## src/rtl/sdram_ctrl_pkg.sv

```systemverilog
// Shared types and sizing for the SDRAM controller write buffer.
package sdram_ctrl_pkg;

   localparam int unsigned HADDR_SIZE       = 23;
   localparam int unsigned HDATA_SIZE       = 32;
   localparam int unsigned WRITEBUFFER_SIZE = 256;
   localparam int unsigned BE               = HDATA_SIZE / 8;
   localparam int unsigned BUF_WORDS        = WRITEBUFFER_SIZE / HDATA_SIZE;
   localparam int unsigned ALSB             = $clog2(BE);
   localparam int unsigned IDXW             = $clog2(BUF_WORDS);
   localparam int unsigned TAGW             = HADDR_SIZE - IDXW - ALSB;
   localparam int unsigned TMRW             = 4;

   typedef enum logic [1:0] {EMPTY, FILL, REQ, DRAIN} wrbuf_state_t;

   typedef struct packed {
      logic [HDATA_SIZE-1:0] data;
      logic [BE-1:0]         be;
   } wrbuf_entry_t;

endpackage

```

## src/rtl/sdram_ctrl_wrbuf_mem.sv

```systemverilog
// Generic register array for the write buffer: per-byte write port, async read port,
// and the full set of byte-valid flags exposed for block-complete detection.
module sdram_ctrl_wrbuf_mem
   import sdram_ctrl_pkg::*;
(
   input  logic                      HCLK,
   input  logic                      PRESETn,
   input  logic                      we_i,
   input  logic [IDXW-1:0]           waddr_i,
   input  logic [BE-1:0]             wbe_i,
   input  logic [HDATA_SIZE-1:0]     wdata_i,
   input  logic                      clr_i,
   input  logic [IDXW-1:0]           raddr_i,
   output wrbuf_entry_t              rdata_o,
   output logic [BUF_WORDS*BE-1:0]   be_flags_o
);

   logic [HDATA_SIZE-1:0] data_q [BUF_WORDS];
   logic [BE-1:0]         be_q   [BUF_WORDS];

   // Data bytes carry no reset; the valid flags decide what is meaningful.
   always_ff @(posedge HCLK) begin
      for (int unsigned w = 0; w < BUF_WORDS; w++) begin
         for (int unsigned b = 0; b < BE; b++) begin
            if (we_i && (waddr_i == IDXW'(w)) && wbe_i[b])
               data_q[w][8*b +: 8] <= wdata_i[8*b +: 8];
         end
      end
   end

   always_ff @(posedge HCLK or posedge PRESETn) begin
      if (PRESETn) begin
         for (int unsigned w = 0; w < BUF_WORDS; w++) be_q[w] <= '0;
      end else if (clr_i) begin
         for (int unsigned w = 0; w < BUF_WORDS; w++) be_q[w] <= '0;
      end else if (we_i) begin
         be_q[waddr_i] <= be_q[waddr_i] | wbe_i;
      end
   end

   always_comb begin
      rdata_o.data = data_q[raddr_i];
      rdata_o.be   = be_q[raddr_i];
      for (int unsigned w = 0; w < BUF_WORDS; w++)
         be_flags_o[w*BE +: BE] = be_q[w];
   end

endmodule

```

## src/rtl/sdram_ctrl_writebuffer.sv

```systemverilog
// Coalescing write buffer: merges AHB writes into one aligned block and hands it
// to the SDRAM sequencer as a single masked burst write.
module sdram_ctrl_writebuffer
   import sdram_ctrl_pkg::*;
(
   input  logic                  HCLK,
   input  logic                  PRESETn,
   input  logic                  wr_req_i,
   input  logic [HADDR_SIZE-1:0] wr_addr_i,
   input  logic [BE-1:0]         wr_be_i,
   input  logic [HDATA_SIZE-1:0] wr_data_i,
   output logic                  wr_ready_o,
   input  logic                  flush_i,
   input  logic [TMRW-1:0]       csr_timeout_i,
   input  logic [HADDR_SIZE-1:0] rd_chk_addr_i,
   output logic                  rd_hit_o,
   output logic                  buf_req_o,
   input  logic                  buf_ack_i,
   output logic [TAGW-1:0]       buf_tag_o,
   input  logic                  buf_rd_i,
   output logic [HDATA_SIZE-1:0] buf_data_o,
   output logic [BE-1:0]         buf_be_o,
   output logic                  buf_last_o,
   output logic                  empty_o
);

   wrbuf_state_t            state_q, state_d;
   logic [TAGW-1:0]         tag_q, tag_d;
   logic [TMRW-1:0]         timer_q, timer_d;
   logic [IDXW-1:0]         idx_q, idx_d;
   logic                    mem_clr;
   logic                    accept;
   logic                    tag_hit;
   logic [TAGW-1:0]         wr_tag;
   logic [IDXW-1:0]         wr_idx;
   logic [BUF_WORDS*BE-1:0] be_flags, be_merged;
   wrbuf_entry_t            rd_entry;
   logic                    unused_addr_bits;

   assign wr_tag  = wr_addr_i[HADDR_SIZE-1 -: TAGW];
   assign wr_idx  = wr_addr_i[ALSB +: IDXW];
   assign tag_hit = (wr_tag == tag_q);
   assign unused_addr_bits = ^{wr_addr_i[ALSB-1:0], rd_chk_addr_i[HADDR_SIZE-TAGW-1:0]};

   assign wr_ready_o = (state_q == EMPTY) || ((state_q == FILL) && tag_hit && !flush_i);
   assign accept     = wr_req_i && wr_ready_o;

   sdram_ctrl_wrbuf_mem u_mem (
      .HCLK       (HCLK),
      .PRESETn    (PRESETn),
      .we_i       (accept),
      .waddr_i    (wr_idx),
      .wbe_i      (wr_be_i),
      .wdata_i    (wr_data_i),
      .clr_i      (mem_clr),
      .raddr_i    (idx_q),
      .rdata_o    (rd_entry),
      .be_flags_o (be_flags)
   );

   // Flags as they will be after this cycle's write, so a completing write exits FILL at once.
   always_comb begin
      be_merged = be_flags;
      if (accept)
         be_merged[int'(wr_idx)*BE +: BE] = be_flags[int'(wr_idx)*BE +: BE] | wr_be_i;
   end

   always_ff @(posedge HCLK or posedge PRESETn) begin
      if (PRESETn) begin
         state_q <= EMPTY;
         tag_q   <= '0;
         timer_q <= '0;
         idx_q   <= '0;
      end else begin
         state_q <= state_d;
         tag_q   <= tag_d;
         timer_q <= timer_d;
         idx_q   <= idx_d;
      end
   end

   always_comb begin
      state_d = state_q;
      tag_d   = tag_q;
      timer_d = timer_q;
      idx_d   = idx_q;
      mem_clr = 1'b0;
      case (state_q)
         EMPTY: begin
            if (wr_req_i) begin
               tag_d   = wr_tag;
               timer_d = '0;
               state_d = FILL;
            end
         end
         FILL: begin
            timer_d = accept ? '0 : timer_q + TMRW'(1);
            // flush_i outranks a pending write, which outranks the idle timeout
            if (flush_i)
               state_d = REQ;
            else if (accept)
               state_d = (&be_merged) ? REQ : FILL;
            else if (wr_req_i)
               state_d = REQ;
            else if ((csr_timeout_i != '0) && (timer_q == csr_timeout_i))
               state_d = REQ;
         end
         REQ: begin
            if (buf_ack_i) begin
               idx_d   = '0;
               state_d = DRAIN;
            end
         end
         DRAIN: begin
            if (buf_rd_i) begin
               if (idx_q == IDXW'(BUF_WORDS-1)) begin
                  mem_clr = 1'b1;
                  idx_d   = '0;
                  state_d = EMPTY;
               end else begin
                  idx_d = idx_q + IDXW'(1);
               end
            end
         end
         default: state_d = EMPTY;
      endcase
   end

   assign empty_o    = (state_q == EMPTY);
   assign buf_req_o  = (state_q == REQ);
   assign buf_tag_o  = tag_q;
   assign buf_last_o = (state_q == DRAIN) && (idx_q == IDXW'(BUF_WORDS-1));
   assign buf_data_o = (state_q == DRAIN) ? rd_entry.data : '0;
   assign buf_be_o   = (state_q == DRAIN) ? rd_entry.be   : '0;
   assign rd_hit_o   = (state_q != EMPTY) && (rd_chk_addr_i[HADDR_SIZE-1 -: TAGW] == tag_q);

endmodule

```

## config.mk

```make
export PLATFORM = sky130hd
export DESIGN_NAME = sdram_ctrl_writebuffer
export DESIGN_NICKNAME = d
export VERILOG_FILES = /design/src/rtl/sdram_ctrl_pkg.sv /design/src/rtl/sdram_ctrl_wrbuf_mem.sv /design/src/rtl/sdram_ctrl_writebuffer.sv
export SDC_FILE = /design/constraint.sdc
export NUM_CORES = 1
export LEC_CHECK = 0
export ABC_AREA = 0
export CAP_MARGIN = 0
export CORE_AREA = 4 4 193 195
export DETAILED_ROUTE_END_ITERATION = 8
export DIE_AREA = 0 0 197 199
export PLACE_DENSITY_LB_ADDON = 0.05
export SYNTH_ARGS = -nofsm -noshare
export SYNTH_HDL_FRONTEND = slang
export SYNTH_HIERARCHICAL = 1
export SYNTH_SLANG_ARGS = --single-unit
export TNS_END_PERCENT = 50
```

## constraint.sdc

```tcl
create_clock -name HCLK -period 4.95 [get_ports HCLK]
set_input_delay 0.495 -clock HCLK [delete_from_list [all_inputs] [get_ports HCLK]]
set_output_delay 0.495 -clock HCLK [all_outputs]
set_load 0.01 [all_outputs]
```

==> results of run 1 <==
synthesized netlist by cell type (2+ instances only):
master	number	area [um^2]
mux4_2	12	270
buf_6	9	101
o31a_1	2	17.5
a41oi_1	3	26.3
dfrtp_1	59	1480
buf_1	9	33.8
o21a_1	25	188
nand2b_1	3	18.8
nor4b_1	3	26.3
xor2_1	26	228
mux4_1	68	1790
a22o_1	8	70.1
ha_1	5	62.6
mux2_2	59	664
nor4_1	8	50.1
a211oi_1	2	15.0
nor3_1	7	35.0
and3_1	38	238
nor2b_1	5	31.3
and4_1	5	43.8
a22oi_1	2	15.0
nand3_1	8	40.0
and2_1	32	200
nor4bb_1	2	20.0
edfxtp_1	256	7690
mux2i_1	2	20.0
xnor2_1	14	123
o21ba_2	2	20.0
inv_1	11	41.3
a21oi_1	7	35.0
nor2_1	10	37.5
nand2_1	11	41.3
and4b_1	2	20.0
o21ai_0	6	30.0
a31oi_1	4	25.0
clkbuf_2	2	10.0
nand4_1	14	87.6
clkbuf_1	19	71.3
sequential cells by signal (all words and copies together) (netlist names), named ones only:
signal / count
buf_tag_o: 18
u_mem/data_q: 256
idx_q: 3
state_q: 1
timer_q: 4
u_mem/be_flags_o: 32
where the power goes:
part	switching [W]	internal, W	total, W	leakage [nW]
clock	0.00100	0.00159	0.00259	0.562
sequential	0.000379	0.00304	0.00342	3.06
combinational	0.000897	0.00142	0.00232	2.46
area by class of cell:
type	count	area [um^2]
Fill cell	2970	18200
Sequential cell	315	9170
Multi-Input combinational cell	413	4650
Timing Repair Buffer	158	1570
Clock buffer	53	1020
Tap cell	461	577
Clock inverter	12	144
Inverter	12	45.0
Antenna cell	2	5.00
critical path, cell delays in order, from the launching register on:
cell and delay (ns):
dfrtp_4 0.90, buf_4 0.38, mux4_1 0.60, mux2_2 0.28, and3_1 0.21, clkdlybuf4s50_1 0.50
final timing paths:
kind	start	end	depth (start not counted)
max	idx_q[1]	buf_data_o[16]	5
min	PRESETn	u_mem/be_flags_o[3]	3
max reg2reg	register	u_mem/data_q[7][18]	8
min reg2reg	u_mem/be_flags_o[23]	u_mem/be_flags_o[23]	1
max in group asynchronous	PRESETn	idx_q[1]	2
min in group HCLK	u_mem/be_flags_o[23]	u_mem/be_flags_o[23]	1
per-layer routing:
layer | up-vias | track usage (%) | part of all wire (%)
met5 | - | 0 | 0
li1 | 3538 | - | -
met4 | 0 | 4.01 | 1.9
met1 | 4040 | 23.7 | 45
met3 | 49 | 2.64 | 4.3
met2 | 189 | 29.8 | 49
cell usage in the layout (no fill, tap or decap), drive strengths merged, types with 4 or more instances in the layout:
cell type,synthesis,routed
mux2,59,59
nor2,10,10
dfrtp,59,59
mux4,80,80
a31oi,4,4
clkinv,0,8
nor4,8,8
a22o,8,8
and4,5,5
edfxtp,256,256
nor2b,6,6
a21oi,8,8
o21ai,6,6
xor2,26,26
and3,39,39
and2,32,32
nand3,8,8
inv,12,13
ha,5,5
o21a,25,25
clkdlybuf4s50,0,143
nand4,14,14
buf,19,15
clkbuf,21,53
xnor2,14,14
nor3,7,7
nand2,11,11
logic make-up after synthesis:
group,Yosys count
AOI/OAI and AO/OA,69
xor gates and xnor gates,40
adders and majority gates,5
buffers and inverters,52
DFF,315
muxes,141
and+or+nand+nor,158
metrics by stage:
stage               total power [W]  area [um^2]  std cells
floorplan                   0.00478        14100        780
global placement            0.00580        16000       1359
detailed placement          0.00583        16000       1359
CTS                         0.00846        17200       1424
global route                0.00874        17200       1424
finish                      0.00832        17200       1426
==> reports/results.txt, run 1 <==
status = completed
Post-Syn Area = 14100 um^2
Detail Route Antenna Nets = 0
via count = 7816
mux cell area share after synthesis = 19.5%
post-DP HPWL = 21.8 mm
hold slack = 0.453 ns
routed len/inst = 24.0 um
adder-cell share of the synthesized area = 0.444%
r2r setup slk = 1.54 ns
Hold Fails Final Rpt = 0
Cells after Synth = 780
largest net degree at the start of global routing = 52
clk_lat worst skew = 0.51 ns
RSZ-0062 raised after global routing = no
Synth Area in Compound Gates = 3.68%
crit share post-route = 78.5%
fmax = 257 MHz
GR Overflow Total = 0
Setup Total Neg Slack = 0 ns
GP Congestion = 0.861
initial antenna violation count = 0
CTS max path bufs = 3
CTS root buffer = clkbuf_16
Syn Area/Cell = 18.0 um^2
clk_skew = 0.00848 ns
register area share after synthesis = 65.1%
CP required = 4.45 ns
# rows = 69
clock sink count = 315
initial cell density of the core = 39.8%
Synth Net Count = 877
Clock Pin Slew Worst Setup and Hold Paths = 0.06 ns
worst-margin pin slew = 1.14 ns
vias in the first global route = 8396
critical-path maximum fanout = 39
TritonCTS buffer count = 37
DRC errors left = 0
xor/xnor share of the synthesized area = 2.49%
top_reg_cell synth = edfxtp_1
Die X = 197 um
CP Capture Type = output port
Synth Register Bits = 315
core box area = 35400 um^2
startpoint types = register
die area = 39200 um^2
DR vias/cell = 5.48
critical path class = register to output port
initial DRC count = 377
Area Overhead vs Synth = 22.0%
Top Ports = 151
CTS tree = built
largest family of logic cells by synthesized area = multiplexers
CTS resizes = 0
number of synthesized flops with an enable pin = 256
Hold Buf Count CTS = 0
first-pass GRT wire length = 51.8 mm
crit path DAT = 3.39 ns
maximum VDD drop = 337 uV
GRT Total Usage = 17.4%
LEAKAGE = 6.08 nW
postcts setup bufs = 0
fin nets = 1034
fin util = 48.5%
fraction of layout cells with a size suffix above 1 = 15.0%
final WL = 34.2 mm
setup slack after placement = 1.12 ns
H-tree Lvls = 2
min cycle time layout = 3.89 ns
YS warnings = 6
First-pass DRT Iterations = 5
slew margin rel. = 23.9%
PwrDens = 484 nW/um^2
count of port buffers added during placement = 143
Worst Hold Class = primary input to async pin
final setup fails = 0
post-synthesis async set-or-reset flop share = 18.7%
Final WS setup = 1.06 ns
Die H = 199 um
pins over their slew limit = 0
simple-gate share of the synthesized area = 6.92%
post-synthesis cell type count = 58
max-cap violations = 0
No activity file was read; power rests on OpenSTA's default activity.
==> inputs of run 2 (changes only) <==
- clock period: 4.95 -> 4.1 ns (I/O delays scaled with it)
==> reports/results.txt, run 2 (synthesized netlist as in run 1, its figures left out) <==
status = completed (unchanged)
fmax = 281 MHz
slowest CP cell = dfrtp_4 (unchanged)
# rows = 69 (unchanged)
Top Ports = 151 (unchanged)
TritonCTS buffer count = 35 (was 37)
Area Overhead vs Synth = 22.2% (was 22.0%)
register area = 9170 um^2 (unchanged)
count of port buffers added during placement = 143 (unchanged)
initial DRC count = 427 (was 377)
CP required = 3.69 ns (was 4.45 ns)
postcts setup bufs = 0 (unchanged)
via count = 7866 (was 7816)
slew margin rel. = 26.5% (was 23.9%)
critical-path maximum fanout = 27 (was 39)
GR Overflow Total = 0 (unchanged)
clk_skew = 0.0122 ns (was 0.00848 ns)
Die X = 197 um (unchanged)
core box area = 35400 um^2 (unchanged)
worst reg2reg path endpoint = u_mem/data_q[4][18] (was u_mem/data_q[7][18])
maximum VDD drop = 374 uV (was 337 uV)
RSZ-0062 raised after global routing = no (unchanged)
final setup fails = 0 (unchanged)
largest net degree at the start of global routing = 75 (was 52)
Die H = 199 um (unchanged)
Detail Route Antenna Nets = 0 (unchanged)
CTS tree = built (unchanged)
design area = 17200 um^2 (about the same)
crit share post-route = 86.9%
r2r worst-path depth = 8 (unchanged)
LEAKAGE = 6.11 nW (was 6.08 nW)
max reg flops = 256 (unchanged)
H-tree Lvls = 2 (unchanged)
CTS root buffer = clkbuf_16 (unchanged)
vias in the first global route = 8393 (was 8396)
CP Capture Type = output port (unchanged)
Setup crit start = idx_q[1] (unchanged)
worst-margin pin slew = 1.10 ns (was 1.14 ns)
Worst Hold Class = primary input to async pin (unchanged)
crit path DAT = 3.15 ns (was 3.39 ns)
FF-to-FF Start = buf_tag_o[3]
final WL = 34.3 mm (was 34.2 mm)
commonest non-fill, non-tap cell in the layout = edfxtp_1 (unchanged)
min cycle time layout = 3.56 ns
DRC errors left = 0 (unchanged)
post-DP HPWL = 22.4 mm (was 21.8 mm)
cell area after placement = 16100 um^2 (was 16000 um^2)
GRT Total Usage = 17.4% (about the same)
Hold Fails Final Rpt = 0 (unchanged)
CP Cell Sequence = buf_12 -> mux4_1 -> mux2_2 -> and3_1 -> clkdlybuf4s50_1 (was buf_4 -> mux4_1 -> mux2_2 -> and3_1 -> clkdlybuf4s50_1)
DR vias/cell = 5.49 (was 5.48)
Setup Total Neg Slack = 0 ns (unchanged)
area of the multi-input gates = 4650 um^2 (unchanged)
startpoint types = register (unchanged)
Hold Buf Count CTS = 0 (unchanged)
GP Congestion = 0.850 (was 0.861)
First-pass DRT Iterations = 4 (was 5)
PwrDens = 580 nW/um^2 (was 484 nW/um^2)
Top reg by flops = u_mem/data_q (unchanged)
clk_lat worst skew = 0.51 ns (about the same)
fraction of layout cells with a size suffix above 1 = 15.9% (was 15.0%)
initial antenna violation count = 1 (was 0)
r2r setup slk = 0.68 ns (was 1.54 ns)
Clock Pin Slew Worst Setup and Hold Paths = 0.06 ns (about the same)
fin nets = 1043 (was 1034)
CTS resizes = 0 (unchanged)
pins over their slew limit = 0 (unchanged)
die area = 39200 um^2 (unchanged)
Fillers = 3020 (was 2970)
CTS max path bufs = 3 (unchanged)
clock sink count = 315 (unchanged)
first-pass GRT wire length = 51.8 mm (about the same)
routed len/inst = 23.9 um (was 24.0 um)
slowest stage delay, CP = 0.74 ns (was 0.90 ns)
critical path class = register to output port (unchanged)
max-cap violations = 0 (unchanged)
initial cell density of the core = 39.8% (unchanged)
most frequent cells in the layout = edfxtp_1, clkdlybuf4s50_1, mux4_1 (unchanged)
## run 2: cell count changes in the layout (fill, tap and decap cells not counted)
cell        delta
buf_12         +1
buf_4         +10
clkbuf_1       -3
clkbuf_16      -3
clkinv_1       +1
clkinv_2       +2
clkinv_8       -1
clkinvlp_4     +1
diode_2        -1
inv_16         +1
## run 2: worst max-delay path by stage
| stage | slack (ns) | depth (start not counted) | endpoint |
|---|---|---|---|
| floorplan | 1.49 | 7 | u_mem/data_q[4][0] |
| global placement | 0.31 | 9 | u_mem/data_q[4][21] |
| detailed placement | 0.22 | 9 | u_mem/data_q[4][3] |
| CTS | 0.49 | 5 | buf_data_o[13] |
| global route | 0.44 | 5 | buf_data_o[21] |
| finish | 0.54 | 5 | buf_be_o[1] |
## run 2: per-layer routing
| layer | GRT usage (%) | part of all wire [%] | vias up | routed length (um) |
|---|---|---|---|---|
| li1 | - | - | 3554 | - |
| met1 | 24.1 | 45 | 4099 | 15400 |
| met2 | 29.4 | 49 | 175 | 16700 |
| met3 | 3.03 | 4.6 | 38 | 1570 |
| met4 | 3.31 | 1.6 | 0 | 541 |
| met5 | 0 | 0 | - | 0 |
## run 2: power by group
| group | internal (W) | leakage, nW | total (W) | switching (W) |
|---|---|---|---|---|
| clock network | 0.00179 | 0.533 | 0.00300 | 0.00120 |
| registers | 0.00367 | 3.06 | 0.00406 | 0.000387 |
| logic | 0.00174 | 2.52 | 0.00292 | 0.00119 |
## run 2: final cells by class
type	count	share of cell area [%]
Clock buffer	47	5.41
Antenna cell	1	0.0145
Timing Repair Buffer	169	9.67
Tap cell	461	3.35
Sequential cell	315	53.3
Multi-Input combinational cell	413	27.0
Clock inverter	16	0.982
Inverter	12	0.262
## run 2: worst max-delay path, delay by kind of cell (launching register included)
| family | cells | cell delay (ns) |
|---|---|---|
| multiplexers | 2 | 0.88 |
| buffers and inverters | 2 | 0.78 |
| flip-flops | 1 | 0.74 |
| AND/OR/NAND/NOR | 1 | 0.22 |
## run 2: through the flow
stage                     cells  power, W  utilization (%)  hold slack (ns)  setup WS, ns
after floorplan             780   0.00577                -            0.463          1.49
after global placement     1370   0.00704             45.5            0.531         0.312
after detailed placement   1370   0.00709             45.5            0.539         0.218
after CTS                  1433    0.0102             48.6            0.552         0.488
after global routing       1433    0.0105             48.6            0.564         0.436
final                      1434   0.00998             48.6            0.533         0.539
